[config.mk]
export PLATFORM = sky130hd
export DESIGN_NAME = csr_commit_ctrl
export DESIGN_NICKNAME = d
export VERILOG_FILES = /design/src/rtl/csr_commit_ctrl_pkg.sv /design/src/rtl/csr_commit_ctrl_chk.sv /design/src/rtl/csr_commit_ctrl_prio.sv /design/src/rtl/csr_commit_ctrl.sv
export SDC_FILE = /design/constraint.sdc
export NUM_CORES = 1
export LEC_CHECK = 0
export CAP_MARGIN = 20
export CORE_AREA = 2 2 167 169
export CTS_CLUSTER_SIZE = 14
export DETAILED_ROUTE_END_ITERATION = 8
export DIE_AREA = 0 0 169 171
export RECOVER_POWER = 25
export SLEW_MARGIN = 15
export SYNTH_ARGS = -nofsm -noshare
export SYNTH_HDL_FRONTEND = slang
export SYNTH_SLANG_ARGS = --single-unit
[constraint.sdc]
create_clock -name clk -period 3.38 [get_ports clk]
set_input_delay 0.507 -clock clk [delete_from_list [all_inputs] [get_ports clk]]
set_output_delay 0.507 -clock clk [all_outputs]
set_load 0.005 [all_outputs]
[src/rtl/csr_commit_ctrl_pkg.sv]
// Shared definitions for the writeback commit controller and the csr block:
// CSR numbers, exception codes, FSM encoding and the commit-event index map.
package csr_commit_ctrl_pkg;

   localparam logic [13:0] CSR_CRMD   = 14'h000;
   localparam logic [13:0] CSR_ECFG   = 14'h004;
   localparam logic [13:0] CSR_ESTAT  = 14'h005;
   localparam logic [13:0] CSR_ERA    = 14'h006;
   localparam logic [13:0] CSR_EENTRY = 14'h00C;
   localparam logic [13:0] CSR_TICLR  = 14'h044;

   localparam logic [5:0] ECODE_INT     = 6'h00;
   localparam logic [5:0] ECODE_ADE     = 6'h08;
   localparam logic [5:0] ECODE_ALE     = 6'h09;
   localparam logic [8:0] ESUBCODE_ADEF = 9'h000;

   typedef enum logic {
      ST_RUN   = 1'b0,
      ST_REDIR = 1'b1
   } cc_state_e;

   // Bit positions inside the one-hot commit event vector.
   localparam int EV_INT   = 0;
   localparam int EV_EXC   = 1;
   localparam int EV_ERTN  = 2;
   localparam int EV_CSR   = 3;
   localparam int EV_PLAIN = 4;
   localparam int EV_W     = 5;

   // CSRs whose update can change fetch behaviour, so younger instructions must refetch.
   function automatic logic is_refetch_csr(input logic [13:0] num);
      logic hit;
      case (num)
         CSR_CRMD, CSR_ECFG, CSR_ESTAT, CSR_TICLR: hit = 1'b1;
         default:                                  hit = 1'b0;
      endcase
      return hit;
   endfunction

endpackage

[src/rtl/csr_commit_ctrl_chk.sv]
// Protocol checker for the commit controller outputs.
module csr_commit_ctrl_chk (
   input logic        clk,
   input logic        resetn,
   input logic        csr_we,
   input logic        wb_ex,
   input logic        ertn_flush,
   input logic        commit,
   input logic        flush,
   input logic        redirect_valid,
   input logic        redirect_ready,
   input logic [31:0] redirect_pc
);

   a_csr_side_onehot: assert property (@(posedge clk) disable iff (!resetn)
      $onehot0({csr_we, wb_ex, ertn_flush}));

   a_quiet_in_redir: assert property (@(posedge clk) disable iff (!resetn)
      redirect_valid |-> !(csr_we | wb_ex | ertn_flush | commit | flush));

   a_redir_hold: assert property (@(posedge clk) disable iff (!resetn)
      (redirect_valid && !redirect_ready) |=> (redirect_valid && $stable(redirect_pc)));

   a_flush_redirects: assert property (@(posedge clk) disable iff (!resetn)
      flush |=> redirect_valid);

endmodule

[src/rtl/csr_commit_ctrl_prio.sv]
// Fixed-priority encoder for writeback events: returns a one-hot event,
// whether it redirects the pipeline, and the redirect target.
module commit_prio
   import csr_commit_ctrl_pkg::*;
#(
   parameter bit REFETCH_ON_CSR = 1'b1
) (
   input  logic            active,
   input  logic            has_int,
   input  logic            ex_req,
   input  logic            is_ertn,
   input  logic            csr_wr,
   input  logic [13:0]     csr_num,
   input  logic [31:0]     pc,
   input  logic [31:0]     ex_entry,
   input  logic [31:0]     ertn_entry,
   output logic [EV_W-1:0] event_oh,
   output logic            redirect,
   output logic [31:0]     target
);

   // Priority selection: interrupt > exception > ertn > CSR write > plain commit.
   always_comb begin
      event_oh = {EV_W{1'b0}};
      redirect = 1'b0;
      target   = 32'd0;
      if (!active) begin
         event_oh = {EV_W{1'b0}};
      end else if (has_int) begin
         event_oh[EV_INT] = 1'b1;
         redirect         = 1'b1;
         target           = ex_entry;
      end else if (ex_req) begin
         event_oh[EV_EXC] = 1'b1;
         redirect         = 1'b1;
         target           = ex_entry;
      end else if (is_ertn) begin
         event_oh[EV_ERTN] = 1'b1;
         redirect          = 1'b1;
         target            = ertn_entry;
      end else if (csr_wr) begin
         event_oh[EV_CSR] = 1'b1;
         if (REFETCH_ON_CSR && is_refetch_csr(csr_num)) begin
            redirect = 1'b1;
            target   = pc + 32'd4;
         end else begin
            redirect = 1'b0;
            target   = 32'd0;
         end
      end else begin
         event_oh[EV_PLAIN] = 1'b1;
      end
   end

endmodule

[src/rtl/csr_commit_ctrl.sv]
// Writeback commit controller: owns CSR writes, commits exceptions/ertn to csr,
// flushes the pipeline and holds a redirect to pre-IF until it is accepted.
module csr_commit_ctrl
   import csr_commit_ctrl_pkg::*;
#(
   parameter bit REFETCH_ON_CSR = 1'b1
) (
   input  logic        clk,
   input  logic        resetn,
   input  logic        wb_valid,
   input  logic [31:0] wb_pc_in,
   input  logic        wb_ex_req,
   input  logic [5:0]  wb_ecode_in,
   input  logic [8:0]  wb_esubcode_in,
   input  logic [31:0] wb_vaddr_in,
   input  logic        wb_is_ertn,
   input  logic        wb_csr_wr,
   input  logic [13:0] wb_csr_num,
   input  logic [31:0] wb_csr_wmask,
   input  logic [31:0] wb_csr_wvalue,
   input  logic        has_int,
   input  logic [31:0] ex_entry,
   input  logic [31:0] ertn_entry,
   output logic        csr_we,
   output logic [13:0] csr_num,
   output logic [31:0] csr_wmask,
   output logic [31:0] csr_wvalue,
   output logic        wb_ex,
   output logic [5:0]  wb_ecode,
   output logic [8:0]  wb_esubcode,
   output logic [31:0] wb_vaddr,
   output logic [31:0] wb_pc,
   output logic        ertn_flush,
   output logic        flush,
   output logic        redirect_valid,
   output logic [31:0] redirect_pc,
   input  logic        redirect_ready,
   output logic        commit
);

   cc_state_e        state_r;
   logic             active_s;
   logic [EV_W-1:0]  event_s;
   logic             redir_s;
   logic [31:0]      target_s;

   // resetn gates the commit cycle so no CSR side effect can escape during reset.
   assign active_s = resetn & wb_valid & (state_r == ST_RUN);

   commit_prio #(
      .REFETCH_ON_CSR (REFETCH_ON_CSR)
   ) u_prio (
      .active     (active_s),
      .has_int    (has_int),
      .ex_req     (wb_ex_req),
      .is_ertn    (wb_is_ertn),
      .csr_wr     (wb_csr_wr),
      .csr_num    (wb_csr_num),
      .pc         (wb_pc_in),
      .ex_entry   (ex_entry),
      .ertn_entry (ertn_entry),
      .event_oh   (event_s),
      .redirect   (redir_s),
      .target     (target_s)
   );

   // Commit-cycle outputs toward csr and the pipeline, decoded from the selected event.
   always_comb begin
      csr_we      = 1'b0;
      csr_num     = 14'd0;
      csr_wmask   = 32'd0;
      csr_wvalue  = 32'd0;
      wb_ex       = 1'b0;
      wb_ecode    = 6'd0;
      wb_esubcode = 9'd0;
      wb_vaddr    = 32'd0;
      wb_pc       = 32'd0;
      ertn_flush  = 1'b0;
      commit      = 1'b0;
      flush       = redir_s;
      if (event_s[EV_INT]) begin
         wb_ex       = 1'b1;
         wb_ecode    = ECODE_INT;
         wb_esubcode = 9'd0;
         wb_pc       = wb_pc_in;
      end else if (event_s[EV_EXC]) begin
         wb_ex       = 1'b1;
         wb_ecode    = wb_ecode_in;
         wb_esubcode = wb_esubcode_in;
         wb_vaddr    = wb_vaddr_in;
         wb_pc       = wb_pc_in;
      end else if (event_s[EV_ERTN]) begin
         ertn_flush = 1'b1;
      end else if (event_s[EV_CSR]) begin
         csr_we     = 1'b1;
         csr_num    = wb_csr_num;
         csr_wmask  = wb_csr_wmask;
         csr_wvalue = wb_csr_wvalue;
         commit     = 1'b1;
      end else if (event_s[EV_PLAIN]) begin
         commit = 1'b1;
      end else begin
         commit = 1'b0;
      end
   end

   // RUN/REDIR state with the registered redirect request.
   always_ff @(posedge clk or negedge resetn) begin
      if (!resetn) begin
         state_r        <= ST_RUN;
         redirect_valid <= 1'b0;
         redirect_pc    <= 32'd0;
      end else begin
         case (state_r)
            ST_RUN: begin
               if (redir_s) begin
                  state_r        <= ST_REDIR;
                  redirect_valid <= 1'b1;
                  redirect_pc    <= target_s;
               end else begin
                  state_r        <= ST_RUN;
                  redirect_valid <= 1'b0;
               end
            end
            ST_REDIR: begin
               if (redirect_ready) begin
                  state_r        <= ST_RUN;
                  redirect_valid <= 1'b0;
               end else begin
                  state_r        <= ST_REDIR;
                  redirect_valid <= 1'b1;
               end
            end
            default: begin
               state_r        <= ST_RUN;
               redirect_valid <= 1'b0;
            end
         endcase
      end
   end

   csr_commit_ctrl_chk u_chk (
      .clk            (clk),
      .resetn         (resetn),
      .csr_we         (csr_we),
      .wb_ex          (wb_ex),
      .ertn_flush     (ertn_flush),
      .commit         (commit),
      .flush          (flush),
      .redirect_valid (redirect_valid),
      .redirect_ready (redirect_ready),
      .redirect_pc    (redirect_pc)
   );

endmodule

==> results_dict.tcl <==
set metrics [dict create \
    wl_mm 23.40 \
    synth_compound_area_frac 0.1807 \
    placement.setup.worst_slack_ps 308.1 \
    fin_setup_tns_ps 0 \
    synth.area.top_cells "dfrtp_1 (22%), and3_1 (14%), and2_1 (13%), o21ai_0 (4.7%), clkbuf_1 (4.5%)" \
    crit_chain "clkdlybuf4s50_1 > or2_2 > nor3_4 > buf_12 > and3_1 > clkdlybuf4s50_1" \
    timing.final.max_slew_violations 34 \
    io_buffers 423 \
    cts_tree "built" \
    syn-cell-area_um2 3725 \
    cts_sinks 33 \
    wl_met2_mm 10.99 \
    hold_violations 0 \
    fin_worst_skew_ps 8.623 \
    crit_path_start "has_int" \
    setup_slack_ps 321.8 \
    status "finished, violations left" \
    syn_nets 752 \
    grt_pass1_vias 5256 \
    grt_pass1_wl_mm 32.70 \
    areaGrowthSynthToFinish_pct 127.9 \
    dr.pass1.iters 5 \
    leakage_nw 3.385 \
    core_area_um2 27320 \
    r2r_start "state_r$_DFF_PN0_" \
    synth.most_common_cell "and3_1" \
    gp_congestion 0.8575 \
    synth.largest_area_cell "dfrtp_1" \
    numCtsBuffers 5 \
    wl_per_cell_um 18.48 \
    hold_path_startpoint "redirect_pc[1]$_DFFE_PN0P_" \
    crit_fanout 80 \
    setup_viol 0 \
    fillCellCount 2907 \
    cts_setup_buffers 0 \
    critPathRequiredTime_ps 2870 \
    grt.overflow.total 0 \
    syn-instance-count 522 \
    synth_top_family_by_area "simple AND/OR/NAND/NOR gates" \
    dpl_cell_area_um2 8353 \
    worst_pin_slew_ps 2147 \
    fmax_mhz 327.0 \
    cp-start-kind "input pin" \
    initialDrtViolationCount 316 \
    wl_met1_mm 9.741 \
    ant_nets 0 \
    antenna_found_initial 0 \
    cp_slowest_cell "clkdlybuf4s50_1" \
    path_clk_slew_ps 60 \
    wl_met3_mm 2.087 \
    routed_via_density 4.388 \
    hpwlAfterDp_mm 18.85 \
    start_util 0.1363 \
    synth_edf_count 0 \
    synthAdderAreaFrac 0.003359 \
    synth_top_area_frac 0.2217 \
    worstRegToRegCells 8 \
    yosys-top-cells-count "and3_1 (84), and2_1 (76), clkbuf_1 (45), nand2_1 (36), o21ai_0 (35)" \
    fp.dieH_um 171 \
    ys_seq_area_frac 0.2217 \
    violations "max-capacitance violations, max-slew violations" \
    drc_errors 0 \
    crit_top_cell "clkdlybuf4s50_1" \
    cts_buffer_depth 2 \
    slowest_delay_ps 510 \
    cap_viol_max_count 1 \
    avgSynthCellArea_um2 7.136 \
    instances_no_fill 1266 \
    synth_ff_type "dfrtp_1" \
    dieArea_um2 28900 \
    synth_xor_area_frac 0.03057 \
    async_reset_ff_frac 1.000 \
    synth_cell_type_count 49 \
    p_per_area_nw_per_um2 215.2 \
    grtUsageTotal 0.1488 \
    final_nets 1149 \
    p_total_mw 1.828 \
    ys_warn_count 0 \
    ys_ff_latch 33 \
    cts_resized 0 \
    ioPinCount 424 \
    crit_arrival_ps 2550 \
    cts_root_buf "clkbuf_16" \
    ir_drop_v 0.0001669 \
    regToRegEndpoint "redirect_pc[27]$_DFFE_PN0P_" \
    synthSimpleGateAreaFrac 0.4817 \
    diodes 0 \
    cts-hold-fix-buffers 0 \
    maxSlewHeadroom -0.4313 \
    endpoint_kind "output port" \
    htreeDepth 2 \
    reg2reg_slack_ps 940 \
    final_area_um2 8491 \
    worst-setup-path-type "in -> out" \
    period_share 0.9048 \
    timing.final.crit_period_ps 3058 \
    hold_ws_ps 479.5 \
    clk_latency_ps 290 \
    dr.max_layer_used "met4" \
    rows 61 \
    grt_setup_unrepaired "no" \
    drive_gt1_frac 0.04348 \
    fp.dieW_um 169 \
    utilization 0.3107 \
    dp_cells 1258 \
    hold_class "reg -> reg" \
    muxShareOfSynthArea 0.01881 \
    grt_max_degree 81 \
    critical_path.endpoint "csr_num[10]" \
    dr_total_vias 5555 \
]
## power breakdown
group	switching [mW]	internal, mW	total (mW)
Clock	0.216	0.271	0.487
Combinational	0.315	0.492	0.807
Sequential	0.0492	0.484	0.533
## layer usage
layer  global-route usage  up-vias
met5                    0        -
met4              0.04348        0
met3              0.04372       29
met2               0.2454      305
met1               0.1884     2524
li1                     -     2697
## worst min path at each step
stage,depth (start not counted),to
floorplan,0,redirect_pc[0]$_DFFE_PN0P_
global placement,2,redirect_pc[27]$_DFFE_PN0P_
detailed placement,2,redirect_pc[27]$_DFFE_PN0P_
CTS,2,redirect_pc[2]$_DFFE_PN0P_
global route,2,redirect_pc[27]$_DFFE_PN0P_
finish,2,redirect_pc[1]$_DFFE_PN0P_
## registers in the layout, summed over array words and instances (netlist names)
register     cells
redirect_pc     32
state_r          1
## worst max-delay path, delay by kind of cell
kind          cells  cell delay, ps
buf+inv           3            1270
simple gates      3             730
## kinds of logic after synthesis
group           after synthesis
compound gates              105
xor+xnor                     13
fa+ha+maj                     1
buf+inv                      59
flops                        33
mux                           7
simple gates                304
## layout make-up
| class | instances | area [um^2] | share of cell area |
|---|---|---|---|
| clock inverter | 3 | 17.52 | 0.002063 |
| multi-input combinational | 430 | 2685 | 0.3162 |
| timing repair buffer | 441 | 4374 | 0.5152 |
| inverter | 8 | 30.03 | 0.003537 |
| clock buffer | 5 | 125.1 | 0.01474 |
| tap | 346 | 432.9 | 0.05099 |
| sequential | 33 | 825.8 | 0.09726 |
## placed cells by master, fill, tap and decap left out, types with 3 or more instances in the layout
master / instances
buf_4: 15
nand3_1: 13
o21ai_0: 35
or3_1: 13
nor4_1: 9
o21ai_1: 8
nor3_1: 22
inv_1: 7
dfrtp_1: 33
a21boi_0: 4
mux2i_1: 7
clkbuf_16: 5
dlygate4sd3_1: 32
a221oi_1: 14
nand2_1: 36
xnor2_1: 10
clkdlybuf4s50_1: 388
xor2_1: 3
and4_1: 6
a211oi_1: 5
and3_1: 84
a31oi_1: 10
nand3b_1: 3
and2_1: 76
nor2_1: 13
a21oi_1: 11
nand4_1: 16
o31ai_1: 6
Note: power is estimated with default switching activity, not from simulation.
